## config.mk

```make
export PLATFORM = sky130hd
export DESIGN_NAME = uart_rx
export DESIGN_NICKNAME = d
export VERILOG_FILES = /design/src/rtl/uart_rx.sv
export SDC_FILE = /design/constraint.sdc
export NUM_CORES = 1
export LEC_CHECK = 0
export ABC_AREA = 1
export BUFFER_PORTS_ARGS = -buffer_cell sky130_fd_sc_hd__buf_2
export CORE_UTILIZATION = 40
export DETAILED_ROUTE_END_ITERATION = 16
export GPL_TIMING_DRIVEN = 1
export HOLD_SLACK_MARGIN = 0.06
export SYNTH_ARGS = -nofsm -noshare
export SYNTH_HDL_FRONTEND = slang
export SYNTH_SLANG_ARGS = --single-unit
```

## constraint.sdc

```tcl
create_clock -name i_clock -period 1.85 [get_ports i_clock]
set_clock_uncertainty 0.1 [all_clocks]
set_input_delay 0.185 -clock i_clock [delete_from_list [all_inputs] [get_ports i_clock]]
set_output_delay 0.185 -clock i_clock [all_outputs]
set_load 0.03 [all_outputs]
```

## src/rtl/uart_rx.sv

```systemverilog
// uart_rx: 16x-oversampled UART receiver, LSB-first, with frame-error detection.
module uart_rx #(
  parameter int DATA_BITS  = 8,
  parameter int STOP_TICKS = 16
) (
  input  logic                 i_clock,
  input  logic                 i_reset,
  input  logic                 i_tick,
  input  logic                 i_rx,
  output logic [DATA_BITS-1:0] o_data,
  output logic                 o_rx_done,
  output logic                 o_frame_error
);
  localparam int BW = $clog2(DATA_BITS) + 1;
  typedef enum logic [1:0] {IDLE, START, DATA, STOP} state_t;
  state_t state, state_n;
  logic rx_m, rx_s;
  logic [3:0] tick_cnt, tick_n;
  logic [BW-1:0] bit_cnt, bit_n;
  logic [DATA_BITS-1:0] shreg, shreg_n, data_n;
  logic done_n, err_n;
  always_ff @(posedge i_clock or negedge i_reset)
    if (!i_reset) begin
      rx_m          <= 1'b1;
      rx_s          <= 1'b1;
      state         <= IDLE;
      tick_cnt      <= '0;
      bit_cnt       <= '0;
      shreg         <= '0;
      o_data        <= '0;
      o_rx_done     <= 1'b0;
      o_frame_error <= 1'b0;
    end else begin
      rx_m          <= i_rx;
      rx_s          <= rx_m;
      state         <= state_n;
      tick_cnt      <= tick_n;
      bit_cnt       <= bit_n;
      shreg         <= shreg_n;
      o_data        <= data_n;
      o_rx_done     <= done_n;
      o_frame_error <= err_n;
    end
  always_comb begin
    state_n = state;
    bit_n   = bit_cnt;
    shreg_n = shreg;
    data_n  = o_data;
    done_n  = 1'b0;
    err_n   = 1'b0;
    case (state)
      IDLE:  state_n = rx_s ? IDLE : START;
      START: if (i_tick && tick_cnt == 4'd7) begin
        state_n = rx_s ? IDLE : DATA;
        bit_n   = '0;
      end
      DATA:  if (i_tick && tick_cnt == 4'd15) begin
        shreg_n = {rx_s, shreg[DATA_BITS-1:1]};
        bit_n   = bit_cnt + 1'b1;
        state_n = (bit_cnt == BW'(DATA_BITS - 1)) ? STOP : DATA;
      end
      STOP:  if (i_tick && tick_cnt == 4'(STOP_TICKS - 1)) begin
        state_n = IDLE;
        done_n  = rx_s;
        err_n   = !rx_s;
        data_n  = rx_s ? shreg : o_data;
      end
      default: state_n = IDLE;
    endcase
    tick_n = (state_n != state) ? 4'd0 : tick_cnt + 4'(i_tick);
  end
endmodule

```

# Word level (Yosys, flattened, before mapping)
# Cells that the tools add are included.
dict set report totals {
  ff_bits 30
  out_inout_bits 10
}
dict set report op_classes {
  n_addsub 2
  eq_ne 9
  muxes 15
  n_reduce_logical 8
}
# op count
set op_table {}
lappend op_table {{4-bit two-way mux} 3}
lappend op_table {{4-bit by 3-bit == test with 1-bit output, second input constant} 2}
lappend op_table {{2-bit two-way mux} 4}
lappend op_table {{2-bit case mux with 4 select lines} 1}
lappend op_table {{4-bit case mux with 2 select lines} 1}
lappend op_table {{1-bit two-way mux} 6}
lappend op_table {{3-bit AND reduction} 2}
lappend op_table {{4-bit by 1-bit adder with 4-bit output} 1}
lappend op_table {{4-bit by 1-bit adder with 4-bit output, second input constant} 1}
lappend op_table {{2-bit == test, second input constant} 2}
lappend op_table {{4-bit == test, second input constant} 1}
lappend op_table {{2-bit != test, second input constant} 2}
lappend op_table {{2-bit by 1-bit == test with 1-bit output, second input constant} 1}
lappend op_table {{1-bit logical AND} 2}
lappend op_table {{2-bit logical NOT} 1}
lappend op_table {{2-bit != test} 1}
lappend op_table {{2-bit AND reduction} 1}
lappend op_table {{2-bit nonzero test} 1}
lappend op_table {{1-bit logical NOT} 1}

# Depth between registers and ports, before layout
dict set report depth {
  depth_word 6
  depth_mapped 7
}

# Worst setup path before layout
# OpenSTA, ideal clock, no wires.
dict set report synth_path {
  path_kind {reg-to-reg}
  startpoint {reg tick_cnt[1]}
  endpoint {reg o_data[4]}
  setup_ps 119
  t_arrival_ps 1053
  required_time_ps 1631
  setup_slack_ps 578
  path_stages_with_launch 7
  path_buffers 1
  synth_period_minus_slack_ps 1272
  cell_sequence {dfrtp_1 > nand3_4 > nor2_8 > nand4_4 > buf_6 > nand2_1 > o21ai_2}
}
dict set report synth_between {
  elab_chain_cells 3
}
# element line
set synth_lines {}
lappend synth_lines {{start: declaration} 18} ;# logic [3:0] tick_cnt, tick_n;
lappend synth_lines {{start signal: assignment} 37} ;# tick_cnt <= tick_n;
lappend synth_lines {{4-bit == test} 62} ;# STOP: if (i_tick && tick_cnt == 4'(STOP_TICKS - 1)) begin
lappend synth_lines {{1-bit logical AND} 62}
lappend synth_lines {{3-bit AND reduction (no source line)} n/a}
lappend synth_lines {{end signal: assignment} 40} ;# o_data <= data_n;
lappend synth_lines {{end: declaration} 10} ;# output logic [DATA_BITS-1:0] o_data,
# No other way between the ends.
# A chain may end at the register's enable or synchronous reset.

# Final worst setup path
dict set report layout_path {
  startpoint {reg tick_cnt[1]}
  endpoint {reg tick_cnt[1]}
}
dict set report layout_between {
  elab_chain_cells 6
}
# element line
set layout_lines {}
lappend layout_lines {{4-bit == test / 4-bit by 3-bit == test with 1-bit output (equally long branches)} {57, 62, 53}}
lappend layout_lines {{1-bit logical AND, on equally long branches} {57, 62, 53}}
lappend layout_lines {{2-bit two-way mux, on equally long branches} {62, 53, 57}}
lappend layout_lines {{2-bit case mux with 4 select lines} 51} ;# case (state)
lappend layout_lines {{2-bit != test} 70} ;# tick_n = (state_n != state) ? 4'd0 : tick_cnt + 4'(i_tick);
lappend layout_lines {{4-bit two-way mux *} 70}
lappend layout_lines {{via tick_n[1]} 18}
# The timed path passes the listed nets; every way through them passes the cells marked *.

==> impl_metrics.env <==
export IMPL_run_status="finished, final reports clean"
export IMPL_worst_ep_arrival_time_ns=1.55
export IMPL_worst_slew_pin_transition_ns=0.646
export IMPL_area_growth_synth_to_final_pct=14.1
export IMPL_distinct_cell_type_count_after_synthesis=30
export IMPL_cpMaxStageDelayCell="sky130_fd_sc_hd__dfrtp_1"
export IMPL_final_layout_size_suffix_gt1_share_pct=29.1
export IMPL_cts_setup_buffers=0
export IMPL_first_pass_iters=4
export IMPL_number_of_register_bits_inferred_by_synthesis=30
export IMPL_leakage_dissipation_nw=0.788
export IMPL_clock_tree_htree_level_count=2
export IMPL_setup_violations_final=0
export IMPL_global_route_wire_length_before_repair_um=3370
export IMPL_cts_resized=0
export IMPL_detailedPlacementHpwl_um=1510
export IMPL_post_drt_via_cell_ratio=4.44
export IMPL_drt_first_iter_violations=26
export IMPL_hold_slack_ns=0.137
export IMPL_num_nets_final=154
export IMPL_tritoncts_clock_tree="yes"
export IMPL_route_detailed_wl_per_inst_um=10.7
export IMPL_layout_common_cells="sky130_fd_sc_hd__dfrtp_1, sky130_fd_sc_hd__nand2_1, sky130_fd_sc_hd__inv_1, sky130_fd_sc_hd__buf_2, sky130_fd_sc_hd__o21ai_0"
export IMPL_worstPathRequired_ns=1.96
export IMPL_synth_seq_area_share_pct=55.7
export IMPL_die_height_um=60.2
export IMPL_clk_root_buffer_cell="sky130_fd_sc_hd__clkbuf_4"
export IMPL_floorplan_die_area_mm2=0.00362
export IMPL_fill_cells=299
export IMPL_hold_buffers=2
export IMPL_groute_layer_met3_usage_pct=6.71
export IMPL_grt_start_max_net_pins=31
export IMPL_cts_made_buffers=5
export IMPL_max_cap_violations=0
export IMPL_gr_usage_all_layers_pct=13.6
export IMPL_post_synth_instance_area_mm2=0.00135
export IMPL_starting_density_pct=43.2
export IMPL_timing_critical_path_cells="nand2_1, nor2_1, nand2_1, nand2_1, nand2_1, a31oi_2, nor2_1"
export IMPL_ios=14
export IMPL_routed_wl_um=2060
export IMPL_hold_class="input port to register"
export IMPL_finalWorstPathRequiredPeriod_ns=1.44
export IMPL_cts_path_max_buffers=2
export IMPL_antenna_violating_nets_post_route=0
export IMPL_overflow=0
export IMPL_yosysWarnings=0
export IMPL_cell_row_count=20
export IMPL_antennaDiodeCount=0
export IMPL_worst_setup_path_type="register to register"
export IMPL_crit_fanout=4
export IMPL_synthesis_nets=135
export IMPL_ff_latch_area_um2=753
export IMPL_grt_util_met1_pct=15.8
export IMPL_drv_slew=0
export IMPL_post_synth_inst_count=128
export IMPL_rsz0062_at_grt="false"
export IMPL_clk_latency_ns=0.33
export IMPL_report_final_hold_viol_count=0
export IMPL_cts_sinks=30
export IMPL_grt_busiest_layer="met2"
export IMPL_critical_path_top_cell_by_count="sky130_fd_sc_hd__nand2_1"
export IMPL_slowest_delay_ns=0.44
export IMPL_fp_dieW_um=60.2
export IMPL_gpl_final_weighted_congestion=0.725
export IMPL_route_vias_total=852
export IMPL_vdd_ir_drop_max_uv=448
export IMPL_placed_cells=182
export IMPL_mostFrequentLayoutCell="sky130_fd_sc_hd__dfrtp_1"
export IMPL_detail_route_drc_violations=0
export IMPL_global_route_usage_met2_pct=20.4
export IMPL_slew_headroom_pct=56.9
export IMPL_fp_coreArea_mm2=0.00313
export IMPL_multi_input_area_um2=508
export IMPL_critical_path_source_type="register"
export IMPL_cts_clk_slew_worst_paths_ns=0.09
export IMPL_maxClockFrequency_ghz=0.692
export IMPL_setup_worst_path_end_class="register"
export IMPL_postSynthAreaPerCell_um2=10.6
export IMPL_final_instance_count_excl_fill=192
export IMPL_layout_worst_path_cycle_share_pct=78.1
export IMPL_setup_total_negative_slack_ns=0
export IMPL_port_buffers=13
export IMPL_grt_antenna_before_repair=0
export IMPL_power_per_cell_area_mw_per_mm2=1020
export IMPL_grt_pass1_vias=766
[power breakdown]
part           switching [W]  total (W)  internal, W
Sequential         0.0000892   0.000802     0.000713
Clock               0.000224   0.000503     0.000280
Combinational       0.000163   0.000263    0.0000995
Total               0.000476    0.00157      0.00109
[flip-flops by register name, summed over array words and instances, names as in the netlist]
register       cells
o_rx_done          1
rx_m               1
o_data             8
shreg              8
tick_cnt           4
state              2
bit_cnt            4
o_frame_error      1
rx_s               1
[routing by layer]
metal / up-vias / routed length, µm / share of wire [%]
met1: 375 / 1030 / 50
met2: 15 / 879 / 43
met5: - / 0 / 0
li1: 456 / - / -
met4: 0 / 46 / 2.2
met3: 6 / 98 / 4.8
[worst max-delay path, delay by kind of cell (launching register included)]
| family | cells | cell delay, ns |
|---|---|---|
| AND/OR/NAND/NOR | 6 | 0.55 |
| flip-flops | 1 | 0.44 |
| AO/OA/AOI/OAI | 1 | 0.24 |
[per-stage QoR]
step | setup slack, ns | instance area (µm²) | utilization, % | total power (W)
finish | 0.406 | 1540 | 49.3 | 0.00157
global route | 0.244 | 1540 | 49.3 | 0.00166
CTS | 0.402 | 1540 | 49.3 | 0.00159
detailed placement | 0.423 | 1450 | 46.2 | 0.00108
global placement | 0.440 | 1450 | 46.2 | 0.00106
floorplan | 0.578 | 1350 | - | 0.00100
[worst paths after layout]
| check | startpoint | to | slack, ns | depth (start not counted) |
|---|---|---|---|---|
| worst max-delay path | tick_cnt[1] | tick_cnt[1] | 0.41 | 7 |
| worst min-delay path | i_tick | o_frame_error | 0.14 | 3 |
| worst max register to register | tick_cnt[1] | tick_cnt[1] | 0.41 | 7 |
| worst min register to register | rx_m | rx_s | 0.26 | 0 |
| max in group asynchronous | i_reset | bit_cnt[0] | 0.92 | 2 |
| min in group asynchronous | i_reset | shreg[2] | 0.31 | 2 |
[kinds of logic after synthesis]
| group | after synthesis | synth area share [%] |
|---|---|---|
| adders and majority gates | 3 | 2.78 |
| and+or+nand+nor | 51 | 21.0 |
| xor gates and xnor gates | 3 | 1.94 |
| DFF | 30 | 55.7 |
| buffers and inverters | 20 | 6.75 |
| muxes | 1 | 0.740 |
| AOI/OAI and AO/OA | 20 | 11.1 |
[cell usage after synthesis, drive strengths merged]
master  count  area (µm²)
nor2        9        57.6
xnor2       1        8.76
nand3       8        57.6
buf         3        27.5
nand2      29         121
ha          3        37.5
nand4       2        27.5
dfrtp      28         701
o21bai      2        22.5
mux2i       1        10.0
a31oi       1        12.5
xor2        2        17.5
nand3b      1        7.51
and3        1        6.26
nor4        1        6.26
o221ai      1        8.76
inv        17        63.8
dfstp       2        52.6
o21ai      16         106
[area by class of cell]
cell class | instances | share of cell area, %
multi-input combinational | 78 | 32.9
tap | 44 | 3.57
timing repair buffer | 15 | 5.52
clock buffer | 5 | 2.43
clock inverter | 3 | 2.60
sequential | 30 | 48.8
inverter | 17 | 4.14
Power figures use the tool's default switching activity.
